[config.mk]
export PLATFORM = sky130hd
export DESIGN_NAME = osc_bank
export DESIGN_NICKNAME = d
export VERILOG_FILES = /design/src/rtl/osc_bank.sv
export SDC_FILE = /design/constraint.sdc
export NUM_CORES = 1
export LEC_CHECK = 0
export ABC_AREA = 1
export CORE_MARGIN = 4
export CORE_UTILIZATION = 60
export CTS_CLUSTER_DIAMETER = 100
export DETAILED_ROUTE_END_ITERATION = 10
export PLACE_DENSITY = 0.77
export RECOVER_POWER = 25
export SLEW_MARGIN = 0
export SYNTH_ARGS = -nofsm -noshare
export SYNTH_HDL_FRONTEND = slang
export SYNTH_SLANG_ARGS = --single-unit
[constraint.sdc]
create_clock -name clk_i -period 3.4 [get_ports clk_i]
set_input_delay 0.51 -clock clk_i [delete_from_list [all_inputs] [get_ports clk_i]]
set_output_delay 0.51 -clock clk_i [all_outputs]
set_load 0.005 [all_outputs]
[src/rtl/osc_bank.sv]
// osc_bank: byte-command square-wave oscillator bank with an active-channel PWM output.
// Define OSC_BANK_RUNNING_STATUS_EN to let bare data bytes reuse the last note-on channel.
module osc_bank #(
  parameter int unsigned NUM_CH    = 7,
  parameter int unsigned DIV_SHIFT = 4
) (
  input  logic              clk_i,
  input  logic              nrst_i,
  input  logic              cmdValid_i,
  input  logic [7:0]        cmdData_i,
  output logic [NUM_CH-1:0] oscOut_o,
  output logic              activeOscPwm_o
);

  localparam int unsigned CntW = 7 + DIV_SHIFT;
  localparam int unsigned PW   = (NUM_CH > 1) ? $clog2(NUM_CH) : 1;

  typedef enum logic [0:0] {StIdle, StWaitData} state_e;

  state_e     state_q, state_d;
  logic [3:0] ch_q, ch_d;

  // Decoded command actions for this cycle
  logic       on_vld;
  logic [3:0] on_ch;
  logic [6:0] on_div;
  logic       off_vld;
  logic       all_off;
  logic [3:0] cmd_ch;
  logic       is_status;

  logic                          unused_cmd;
  logic [NUM_CH-1:0]             active_q, active_d;
  logic [NUM_CH-1:0][6:0]        div_q, div_d;
  logic [NUM_CH-1:0][CntW-1:0]   cnt_q, cnt_d;
  logic [NUM_CH-1:0]             out_q, out_d;
  logic [CntW:0]                 half;
  logic [PW-1:0]                 p_q, p_d;
  logic                          pwm_q, pwm_d;
  logic [4:0]                    n_act;

`ifdef OSC_BANK_RUNNING_STATUS_EN
  logic       rs_valid_q, rs_valid_d;
  logic [3:0] rs_ch_q, rs_ch_d;
`endif

  assign unused_cmd = cmdData_i[4];
  assign cmd_ch     = cmdData_i[3:0];
  assign is_status  = cmdData_i[7];

  // Parser: a status byte always resolves immediately, even while a note-on is pending.
  always_comb begin
    state_d = state_q;
    ch_d    = ch_q;
    on_vld  = 1'b0;
    on_ch   = ch_q;
    on_div  = cmdData_i[6:0];
    off_vld = 1'b0;
    all_off = 1'b0;
`ifdef OSC_BANK_RUNNING_STATUS_EN
    rs_valid_d = rs_valid_q;
    rs_ch_d    = rs_ch_q;
`endif
    if (cmdValid_i) begin
      if (is_status) begin
        state_d = StIdle;
        case (cmdData_i[6:5])
          2'b00: begin
            off_vld = 1'b1;
`ifdef OSC_BANK_RUNNING_STATUS_EN
            rs_valid_d = 1'b0;
`endif
          end
          2'b01: begin
            state_d = StWaitData;
            ch_d    = cmd_ch;
`ifdef OSC_BANK_RUNNING_STATUS_EN
            rs_valid_d = 1'b1;
            rs_ch_d    = cmd_ch;
`endif
          end
          2'b10: begin
            all_off = 1'b1;
`ifdef OSC_BANK_RUNNING_STATUS_EN
            rs_valid_d = 1'b0;
`endif
          end
          default: begin
`ifdef OSC_BANK_RUNNING_STATUS_EN
            rs_valid_d = 1'b0;
`endif
          end
        endcase
      end else if (state_q == StWaitData) begin
        on_vld  = 1'b1;
        on_ch   = ch_q;
        state_d = StIdle;
      end else begin
`ifdef OSC_BANK_RUNNING_STATUS_EN
        if (rs_valid_q) begin
          on_vld = 1'b1;
          on_ch  = rs_ch_q;
        end
`endif
      end
    end
  end

  // Channels: out-of-range channel numbers simply never match an index.
  always_comb begin
    active_d = active_q;
    div_d    = div_q;
    cnt_d    = cnt_q;
    out_d    = out_q;
    half     = '0;
    for (int i = 0; i < NUM_CH; i++) begin
      half = ((CntW+1)'(div_q[i]) + (CntW+1)'(1)) << DIV_SHIFT;
      if (all_off || (off_vld && cmd_ch == 4'(i)) ||
          (on_vld && on_ch == 4'(i) && on_div == 7'd0)) begin
        active_d[i] = 1'b0;
        cnt_d[i]    = '0;
        out_d[i]    = 1'b0;
      end else if (on_vld && on_ch == 4'(i)) begin
        active_d[i] = 1'b1;
        div_d[i]    = on_div;
        cnt_d[i]    = '0;
        out_d[i]    = 1'b1;
      end else if (active_q[i]) begin
        if (cnt_q[i] == CntW'(half - (CntW+1)'(1))) begin
          cnt_d[i] = '0;
          out_d[i] = ~out_q[i];
        end else begin
          cnt_d[i] = cnt_q[i] + CntW'(1);
        end
      end
    end
  end

  // PWM compares against the registered active set, so it lags a change by one cycle.
  always_comb begin
    n_act = '0;
    for (int i = 0; i < NUM_CH; i++) begin
      n_act = n_act + 5'(active_q[i]);
    end
    p_d   = (p_q == PW'(NUM_CH - 1)) ? '0 : p_q + PW'(1);
    pwm_d = (5'(p_q) < n_act);
  end

  always_ff @(posedge clk_i or negedge nrst_i) begin
    if (!nrst_i) begin
      state_q  <= StIdle;
      ch_q     <= '0;
      active_q <= '0;
      div_q    <= '0;
      cnt_q    <= '0;
      out_q    <= '0;
      p_q      <= '0;
      pwm_q    <= 1'b0;
    end else begin
      state_q  <= state_d;
      ch_q     <= ch_d;
      active_q <= active_d;
      div_q    <= div_d;
      cnt_q    <= cnt_d;
      out_q    <= out_d;
      p_q      <= p_d;
      pwm_q    <= pwm_d;
    end
  end

`ifdef OSC_BANK_RUNNING_STATUS_EN
  always_ff @(posedge clk_i or negedge nrst_i) begin
    if (!nrst_i) begin
      rs_valid_q <= 1'b0;
      rs_ch_q    <= '0;
    end else begin
      rs_valid_q <= rs_valid_d;
      rs_ch_q    <= rs_ch_d;
    end
  end
`endif

  assign oscOut_o       = out_q;
  assign activeOscPwm_o = pwm_q;

endmodule

==> results_dict.tcl, run 1 <==
set metrics [dict create \
    status "complete, but fails checks" \
    violations "capacitance limit, slew limit" \
    r2r_slack_ns 0.49 \
    met2RoutedLength_mm 9.983 \
    cts_htree_levels 4 \
    cp_cell_sequence "fa_1, inv_1, fa_1, fa_1, fa_1, ha_1, nand2_1, o21a_1" \
    via_per_inst 5.323 \
    cp_slowest_stage_delay_ns 0.54 \
    path_clk_slew_ns 0.06 \
    cp-end-kind "register" \
    clockBufferDepth 2 \
    tns_ns 0 \
    placed_cell_area_mm2 0.01027 \
    ioPinCount 19 \
    synth_ff_type "dfrtp_1" \
    hold_path.class "reg2reg" \
    gp_congestion 0.8571 \
    syn_nets 1441 \
    syn_inst 1403 \
    cts_num_sinks 149 \
    cts_setup_buffers 0 \
    drc 0 \
    nFillCells 1344 \
    num_vias 8761 \
    maxCapViolCount 1 \
    first_global_vias 8040 \
    cts-resized-gates 0 \
    crit_cells 8 \
    route.met3.wl_um 850 \
    crit_buf_inv 1 \
    drt_iter0_drc 593 \
    routed.top_layer "met4" \
    drt.antenna.violating_nets 0 \
    ys_seq_area_share_pct 37.43 \
    ys_types 48 \
    dp.cells 1614 \
    crit_start "active_q[0]$_DFFE_PN0P_" \
    ctsRootBufferMaster "clkbuf_16" \
    max_freq_ghz 0.3436 \
    synth_area_mm2 0.009962 \
    grt_antenna_before_repair 0 \
    fin_crit_sh_pct 85.60 \
    slowest_stage "fa_1" \
    finalSetupViolations 0 \
    hpwl_mm 15.80 \
    chipWidth_um 136.9 \
    cp_top_family "adder cells" \
    nets 1455 \
    start_util_pct 62.04 \
    multi_input_area_mm2 0.005378 \
    yosysWarnings 0 \
    slew_viol_final 86 \
    final_common_cell "nand2_1" \
    finalNonFillerCells 1646 \
    endpoint "activeOscPwm_o$_DFF_PN0_" \
    routedWlPerCell_um 13.21 \
    met1_length_mm 10.53 \
    vdd_ir_drop_max_uv 405.9 \
    r2r_cells 8 \
    drive_gt1_share_pct 5.804 \
    required_ns 3.72 \
    timing.rr.end "activeOscPwm_o$_DFF_PN0_" \
    grt_max_degree 86 \
    core.rowCount 46 \
    portBuffers 18 \
    cts_tree "yes" \
    core_mm2 0.01606 \
    max_slew_margin_pct -52.90 \
    grt_pass1_wl_mm 37.33 \
    crit_fanout 4 \
    synth-edff-count 0 \
    cpMostUsedCell "fa_1" \
    period_minus_slack_ns 2.910 \
    clock_latency_ns 0.43 \
    final_hold_viol_count 0 \
    cp-start-kind "register" \
    synth_area_per_cell_um2 7.101 \
    die_area_mm2 0.01873 \
    grt_setup_unrepaired "false" \
    power_leakage_nw 5.254 \
    skew_ns 0.008035 \
    die_y_um 136.9 \
    drt_pass1_iterations 6 \
    finalPower_mw 5.849 \
    power_density_mw_per_mm2 535.8 \
    antenna_cells 0 \
    ff_latch_area_mm2 0.003729 \
    reg2reg_from "active_q[0]$_DFFE_PN0P_" \
    tightest_slew_ns 2.293 \
    area_delta_synth_final_pct 9.583 \
    cp.arrival_ns 3.23 \
    path_class "reg2reg" \
    grt_use_total_pct 24.61 \
    wirelength_mm 21.75 \
    finalInstanceArea_mm2 0.01092 \
    ys_seq_elements 149 \
    most-common-layout-cells "nand2_1 (421), inv_1 (172), dfrtp_1 (149)" \
    gr-total-overflow 0 \
    ys_async_sr_fraction_pct 100.0 \
    fin_hold_ws_ns 0.4998 \
    holdBufCountCts 0 \
    cts_buffers 17 \
]
==> state kept, by name, indices dropped and copies added, names as in the netlist <==
register        count
cnt_q              77
div_q              49
active_q            7
oscOut_o            7
ch_q                4
p_q                 3
activeOscPwm_o      1
state_q             1
==> worst min-delay path by stage <==
stage / start / to / slack [ns] / depth (start not counted)
finish: p_q[0]$_DFF_PN0_ / p_q[0]$_DFF_PN0_ / 0.50 / 1
global route: cnt_q[56]$_DFFE_PN0P_ / cnt_q[56]$_DFFE_PN0P_ / 0.52 / 2
CTS: nrst_i / cnt_q[60]$_DFFE_PN0P_ / 0.20 / 1
detailed placement: p_q[0]$_DFF_PN0_ / p_q[0]$_DFF_PN0_ / 0.48 / 1
global placement: ch_q[3]$_DFFE_PN0P_ / ch_q[3]$_DFFE_PN0P_ / 0.47 / 2
floorplan: nrst_i / activeOscPwm_o$_DFF_PN0_ / 0.21 / 0
==> per-stage QoR <==
step | util [%] | worst slack [ns]
finish | 67.98 | 0.4896
global route | 67.98 | 0.3847
CTS | 68.02 | 0.4929
detailed placement | 63.96 | 0.4348
global placement | 63.96 | 0.5084
floorplan | - | 0.5874
==> layer usage <==
| layer | vias to the layer above | track usage (%) |
|---|---|---|
| li1 | 4551 | - |
| met5 | - | 0 |
| met4 | 0 | 6.763 |
| met3 | 30 | 4.338 |
| met1 | 4029 | 34.61 |
| met2 | 151 | 39.49 |
==> cells by family (layout without fill, tap and decap cells) <==
family	after synthesis	in the layout	share of synthesized area, %
XOR/XNOR	77	77	6.845
buffers and inverters	209	236	8.591
flip-flops	149	149	37.43
AO/OA/AOI/OAI	186	186	9.947
AND/OR/NAND/NOR	754	754	33.40
adder cells (fa/ha/maj)	27	27	3.693
multiplexers	1	1	0.1005
==> cell usage after synthesis (2+ instances only) <==
cell type | number | area, um2
buf_2 | 11 | 55.05
o21bai_1 | 4 | 30.03
nor2_1 | 111 | 416.7
nand3_1 | 112 | 560.5
dfrtp_1 | 149 | 3729
nor3_1 | 18 | 90.09
o21ai_1 | 9 | 45.04
fa_1 | 4 | 80.08
o21a_1 | 3 | 22.52
nand2_1 | 421 | 1580
nand3_2 | 6 | 60.06
buf_6 | 5 | 56.30
a21oi_1 | 79 | 395.4
o21ai_0 | 82 | 410.4
nor3_2 | 2 | 20.02
nand2_2 | 6 | 37.54
xnor2_1 | 18 | 157.7
nand4_2 | 4 | 50.05
clkbuf_1 | 5 | 18.77
ha_1 | 23 | 287.8
xor2_1 | 58 | 508.0
o2111ai_1 | 2 | 17.52
nor2_4 | 2 | 22.52
buf_4 | 4 | 30.03
nand4_1 | 40 | 250.2
inv_2 | 9 | 33.78
nor2_2 | 6 | 37.54
nor4_1 | 2 | 12.51
inv_1 | 172 | 645.6
and2_1 | 2 | 12.51
or2_2 | 4 | 25.02
nand3b_1 | 14 | 105.1
==> final cells by class <==
cell class              instances  share of cell area (%)
clock buffers                  21                   4.401
clock inverters                11                   1.570
inverters                     182                   6.258
multi-input cells            1045                   49.26
flip-flops and latches        149                   34.15
well taps                     216                   2.476
repair buffers                 22                   1.880
==> where the power goes <==
| group | switching [mW] | internal [mW] |
|---|---|---|
| sequential | 0.344 | 2.08 |
| combinational | 0.793 | 0.564 |
| clock | 0.761 | 1.31 |
==> worst register-to-register path, stage by stage, from the launching register on <==
cell and delay, ns:
dfrtp_1 0.42, fa_1 0.54, inv_1 0.05, fa_1 0.45, fa_1 0.40, fa_1 0.45, ha_1 0.29, nand2_1 0.05
o21a_1 0.16
No activity file was read; power rests on OpenSTA's default activity.
==> run 2, diff against run 1 <==
--- a/config.mk
+++ b/config.mk
@@ -5,12 +5,9 @@
 export SDC_FILE = /design/constraint.sdc
 export NUM_CORES = 1
 export LEC_CHECK = 0
-export ABC_AREA = 1
-export CORE_MARGIN = 4
-export CORE_UTILIZATION = 60
+export CORE_UTILIZATION = 45
 export CTS_CLUSTER_DIAMETER = 100
 export DETAILED_ROUTE_END_ITERATION = 10
-export PLACE_DENSITY = 0.77
 export RECOVER_POWER = 25
 export SLEW_MARGIN = 0
 export SYNTH_ARGS = -nofsm -noshare
==> run 2 against run 1 <==
Compared with the run above: the flow still finishes with violations (capacitance limit, slew limit); setup slack worse by 0.16 ns; fmax is 5.1% lower; routed wire length is 5.7% lower.
==> results_dict.tcl, run 2 <==
set metrics [dict create \
    vdd_ir_drop_max_uv 338.5 \
    area_delta_synth_final_pct 12.46 \
    met2RoutedLength_mm 9.563 \
    ys_types 77 \
    portBuffers 18 \
    core.rowCount 52 \
    finalPower_mw 5.433 \
    power_density_mw_per_mm2 512.8 \
    reg2reg_from "active_q[1]$_DFFE_PN0P_" \
    gp_congestion 0.8015 \
    ys_seq_elements 149 \
    hpwl_mm 14.63 \
    most-common-layout-cells "dfrtp_1 (149), nand2_1 (90), xnor2_1 (71)" \
    yosysWarnings 0 \
    grt_max_degree 60 \
    drt.antenna.violating_nets 0 \
    grt_use_total_pct 19.97 \
    core_mm2 0.02036 \
    synth_area_per_cell_um2 9.507 \
    clock_latency_ns 0.42 \
    ys_async_sr_fraction_pct 100.0 \
    hp-start "p_q[0]$_DFF_PN0_" \
    max_freq_ghz 0.3261 \
    drt_iter0_drc 315 \
    clockBufferDepth 2 \
    cts_htree_levels 4 \
    cts_setup_buffers 0 \
    cts_num_sinks 149 \
    grt_antenna_before_repair 0 \
    period_minus_slack_ns 3.067 \
    tightest_slew_ns 1.882 \
    syn_nets 1029 \
    die_y_um 146.7 \
    largest_reg_flops 77 \
    final_common_cell "dfrtp_1" \
    maxCapViolCount 1 \
    final_hold_viol_count 0 \
    placed_cell_area_mm2 0.009951 \
    drive_gt1_share_pct 12.99 \
    synth_area_mm2 0.009422 \
    violations "capacitance limit, slew limit" \
    ioPinCount 19 \
    finalSetupViolations 0 \
    slew_viol_final 32 \
    r2r_slack_ns 0.33 \
    skew_ns 0.008927 \
    met1_length_mm 10.13 \
    hold_path.class "reg2reg" \
    finalInstanceArea_mm2 0.01060 \
    drc 0 \
    cp-start-kind "register" \
    fin_crit_sh_pct 90.21 \
    first_global_vias 6900 \
    path_clk_slew_ns 0.06 \
    start_util_pct 46.26 \
    cts_tree "yes" \
    crit_fanout 10 \
    synthTopCellsByArea "dfrtp_1 (40%), xnor2_1 (6.6%), mux2_2 (6.5%)" \
    via_per_inst 5.608 \
    ctsRootBufferMaster "clkbuf_16" \
    timing.rr.end "activeOscPwm_o$_DFF_PN0_" \
    synth-edff-count 0 \
    final_core_util_pct 52.03 \
    r2r_cells 9 \
    route.met3.wl_um 588 \
    gr-total-overflow 0 \
    synth_ff_type "dfrtp_1" \
    largest_register "cnt_q" \
    ys_seq_area_share_pct 39.58 \
    path_class "reg2reg" \
    power_leakage_nw 4.780 \
    grt_pass1_wl_mm 34.69 \
    die_area_mm2 0.02152 \
    num_vias 7257 \
    cts_buffers 17 \
    wirelength_mm 20.52 \
    cp-end-kind "register" \
    worst_hold_path.endpoint "p_q[0]$_DFF_PN0_" \
    required_ns 3.73 \
    routed.top_layer "met4" \
    grt_setup_unrepaired "false" \
    nets 1049 \
    chipWidth_um 146.7 \
    reg_top3 "cnt_q: 77 flops, div_q: 49 flops" \
    syn_inst 991 \
    max_slew_margin_pct -25.50 \
    tns_ns 0 \
    antenna_cells 0 \
    hold_depth 1 \
    synth_top_area_share_pct 39.58 \
    synthTopCellsByCount "dfrtp_1 (149), nand2_1 (90), xnor2_1 (71)" \
    routedWlPerCell_um 15.86 \
    status "complete, but fails checks" \
    yosysMostFrequentCell "dfrtp_1" \
    synth_top_area_cell "dfrtp_1" \
    drt_pass1_iterations 4 \
    cp.arrival_ns 3.40 \
]
run 2: cell count changes after synthesis, moves of 33 or more:
| cell | change |
|---|---|
| mux2_2 | +54 |
| and3_1 | +35 |
| xnor2_1 | +53 |
| inv_1 | -151 |
| o21ai_0 | -52 |
| nand2_1 | -331 |
| a21oi_1 | -33 |
| nor2_1 | -51 |
| nand3_1 | -46 |
run 2: how the worst max path moves through the flow:
stage / startpoint / slack, ns / endpoint
global placement: cmdData_i[6] / 0.28 / cnt_q[64]$_DFFE_PN0P_
CTS: active_q[1]$_DFFE_PN0P_ / 0.34 / activeOscPwm_o$_DFF_PN0_
global route: active_q[1]$_DFFE_PN0P_ / 0.18 / activeOscPwm_o$_DFF_PN0_
floorplan: active_q[0]$_DFFE_PN0P_ / 0.57 / activeOscPwm_o$_DFF_PN0_
detailed placement: cmdData_i[6] / 0.26 / cnt_q[3]$_DFFE_PN0P_
finish: active_q[1]$_DFFE_PN0P_ / 0.33 / activeOscPwm_o$_DFF_PN0_
run 2: worst max-delay path, stage by stage, from the launching register on:
cell,delay (ns)
dfrtp_1,0.52
fa_1,0.56
inv_1,0.05
fa_1,0.44
fa_1,0.39
fa_1,0.44
ha_1,0.28
o21ai_0,0.07
nand2b_1,0.07
a21oi_1,0.16
run 2: layout make-up:
| type | instances | area [um2] |
|---|---|---|
| Fill cell | 1863 | 9769 |
| Multi-Input combinational cell | 780 | 5443 |
| Sequential cell | 149 | 3729 |
| Clock buffer | 20 | 466.7 |
| Timing Repair Buffer | 41 | 361.6 |
| Tap cell | 270 | 337.8 |
| Clock inverter | 12 | 175.2 |
| Inverter | 22 | 82.58 |
run 2: repair_timing:
action / 4_1_cts / 5_1_grt
hold endpoints to repair: 29 / 0
gates resized for setup: 0 / 0
hold buffers: 1 / 0
setup endpoints to repair: 0 / 0
run 2: where the power goes:
group,switching [mW],internal [mW]
logic,0.482,0.496
clock network,0.765,1.29
registers,0.372,2.03
run 2: per-layer routing:
layer / global-route usage, % / vias up
li1: - / 3592
met1: 27.42 / 3563
met2: 32.06 / 82
met3: 3.944 / 20
met4: 5.521 / 0
met5: 0 / -
run 2: cell families after synthesis:
logic type | count (synthesis) | share of synthesized area, %
buffers and inverters | 62 | 2.656
and+or+nand+nor | 401 | 22.67
adders and majority gates | 27 | 3.904
muxes | 59 | 6.985
AOI/OAI and AO/OA | 165 | 11.87
DFF | 149 | 39.58
xor gates and xnor gates | 128 | 12.34
run 2: stage by stage:
stage | instances | hold slack [ns] | setup slack (ns)
after floorplan | 991 | 0.2144 | 0.5706
after global placement | 1261 | 0.4239 | 0.2774
after detailed placement | 1261 | 0.4204 | 0.2577
after CTS | 1294 | 0.4586 | 0.3425
after global routing | 1294 | 0.4776 | 0.1823
final | 1294 | 0.4571 | 0.3330
==> run 3, diff against run 2 <==
--- a/config.mk
+++ b/config.mk
@@ -5,8 +5,8 @@
 export SDC_FILE = /design/constraint.sdc
 export NUM_CORES = 1
 export LEC_CHECK = 0
-export CORE_UTILIZATION = 45
-export CTS_CLUSTER_DIAMETER = 100
+export CORE_UTILIZATION = 27
+export CTS_CLUSTER_DIAMETER = 40
 export DETAILED_ROUTE_END_ITERATION = 10
 export RECOVER_POWER = 25
 export SLEW_MARGIN = 0
==> run 3 against run 2 <==
Compared with the run above: the flow still finishes with violations (capacitance limit, slew limit); largest power group unchanged; critical endpoint unchanged; register-to-register slack worse by 0.08 ns; critical path type unchanged; clock power shrank 4%; via count is 0.40% higher; highest routed layer unchanged; first-iteration DRC count increased by 52%.
==> results_dict.tcl, run 3 (synthesis results as in run 2) <==
set metrics [dict create \
    largest_reg_flops 77 \
    num_vias 7286 \
    first_global_vias 6864 \
    cp.arrival_ns 3.45 \
    final_common_cell "dfrtp_1" \
    chipWidth_um 188.8 \
    routedWlPerCell_um 14.30 \
    reg2reg_from "active_q[3]$_DFFE_PN0P_" \
    max_slew_margin_pct -49.39 \
    power_density_mw_per_mm2 497.6 \
    crit_start "active_q[3]$_DFFE_PN0P_" \
    vdd_ir_drop_max_uv 245.2 \
    tns_ns 0 \
    hold_depth 1 \
    ioPinCount 19 \
    most-common-layout-cells "dfrtp_1 (149), nand2_1 (90), xnor2_1 (71)" \
    start_util_pct 27.34 \
    violations "capacitance limit, slew limit" \
    max_freq_ghz 0.3182 \
    maxCapViolCount 1 \
    drt.antenna.violating_nets 0 \
    largest_register "cnt_q" \
    placed_cell_area_mm2 0.01016 \
    cp_cell_sequence "fa_1, inv_1, fa_1, fa_1, fa_1, ha_1, o21ai_0, nand2b_1, a21oi_1" \
    period_minus_slack_ns 3.143 \
    cts_setup_buffers 0 \
    nets 1045 \
    r2r_cells 9 \
    worst_hold_path.endpoint "p_q[0]$_DFF_PN0_" \
    grt_max_degree 89 \
    ctsRootBufferMaster "clkbuf_16" \
    grt_setup_unrepaired "false" \
    drt_iter0_drc 480 \
    status "complete, but fails checks" \
    grt_pass1_wl_mm 35.30 \
    cp_slowest_stage_delay_ns 0.54 \
    core_mm2 0.03446 \
    hold_path.class "reg2reg" \
    via_per_inst 4.943 \
    slowest_stage "fa_1" \
    finalPower_mw 5.355 \
    final_hold_viol_count 0 \
    hpwl_mm 14.86 \
    cts-resized-gates 0 \
    portBuffers 18 \
    timing.rr.end "activeOscPwm_o$_DFF_PN0_" \
    cts_tree "yes" \
    gr-total-overflow 0 \
    required_ns 3.71 \
    reg_top3 "cnt_q: 77 flops, div_q: 49 flops" \
    antenna_cells 0 \
    cpMostUsedCell "fa_1" \
    drc 0 \
    cts_num_sinks 149 \
    slew_viol_final 88 \
    multi_input_area_mm2 0.005443 \
    tightest_slew_ns 2.241 \
    power_leakage_nw 4.751 \
    gp_congestion 0.8067 \
    path_class "reg2reg" \
    fin_crit_sh_pct 92.43 \
    die_area_mm2 0.03565 \
    die_y_um 188.8 \
    finalInstanceArea_mm2 0.01076 \
    cp-end-kind "register" \
    clock_latency_ns 0.42 \
    drive_gt1_share_pct 12.66 \
    crit_fanout 9 \
    cp-start-kind "register" \
    clockBufferDepth 2 \
    drt_pass1_iterations 5 \
    wirelength_mm 21.08 \
    holdBufCountCts 0 \
    area_delta_synth_final_pct 14.22 \
    grt_antenna_before_repair 0 \
    finalSetupViolations 0 \
    hp-start "p_q[0]$_DFF_PN0_" \
    core.rowCount 68 \
    path_clk_slew_ns 0.07 \
    nFillCells 3478 \
    cts_htree_levels 4 \
    r2r_slack_ns 0.26 \
    grt_use_total_pct 12.16 \
    ff_latch_area_mm2 0.003729 \
    skew_ns 0.01265 \
    cts_buffers 17 \
]
run 3: cell types whose count changed in the layout (fill, tap and decap cells not counted):
cell and change:
clkbuf_2 +1, buf_4 -3, clkinv_4 +3, clkinvlp_4 -2
clkbuf_8 -1, clkinv_2 -1, dlygate4sd3_1 -1, bufinv_16 -1
run 3: worst max-delay path by stage:
stage | end | slack [ns] | cells past startpoint
2_1_floorplan | activeOscPwm_o$_DFF_PN0_ | 0.57 | 9
3_3_place_gp | cnt_q[2]$_DFFE_PN0P_ | 0.32 | 9
3_5_place_dp | activeOscPwm_o$_DFF_PN0_ | 0.28 | 9
4_1_cts | activeOscPwm_o$_DFF_PN0_ | 0.26 | 9
5_1_grt | activeOscPwm_o$_DFF_PN0_ | 0.05 | 9
6_report | activeOscPwm_o$_DFF_PN0_ | 0.26 | 9
run 3: report_power, final:
part / internal [mW] / leakage (nW) / switching (mW)
combinational: 0.494 / 2.47 / 0.494
sequential: 2.03 / 1.99 / 0.372
clock: 1.19 / 0.296 / 0.769
run 3: cell type report:
| type | count | area share [%] |
|---|---|---|
| clock inverter | 11 | 1.407 |
| tap | 455 | 5.290 |
| timing repair buffer | 37 | 3.069 |
| multi-input combinational | 780 | 50.58 |
| sequential | 149 | 34.65 |
| inverter | 22 | 0.7674 |
| clock buffer | 20 | 4.244 |
run 3: critical path, delay by kind of cell, from the launching register on:
kind | cells | cell delay, ns
fa+ha+maj | 5 | 2.12
flops | 1 | 0.50
compound gates | 2 | 0.30
simple gates | 1 | 0.07
buf+inv | 1 | 0.05
run 3: through the flow:
stage	hold WS [ns]	cells	setup slack, ns	utilization (%)
after detailed placement	0.4498	1443	0.2848	29.48
after CTS	0.1976	1474	0.2602	31.25
final	0.4647	1474	0.2574	31.23
after global routing	0.4988	1474	0.04625	31.23
after global placement	0.4482	1443	0.3211	29.48
after floorplan	0.2144	991	0.5706	-
run 3: metal layers:
| layer | vias up | track usage, % | share of wire (%) |
|---|---|---|---|
| met5 | - | 0 | 0 |
| met4 | 0 | 3.102 | 1.0 |
| met3 | 13 | 2.459 | 3.6 |
| met2 | 106 | 18.82 | 46 |
| met1 | 3586 | 17.17 | 49 |
| li1 | 3581 | - | - |
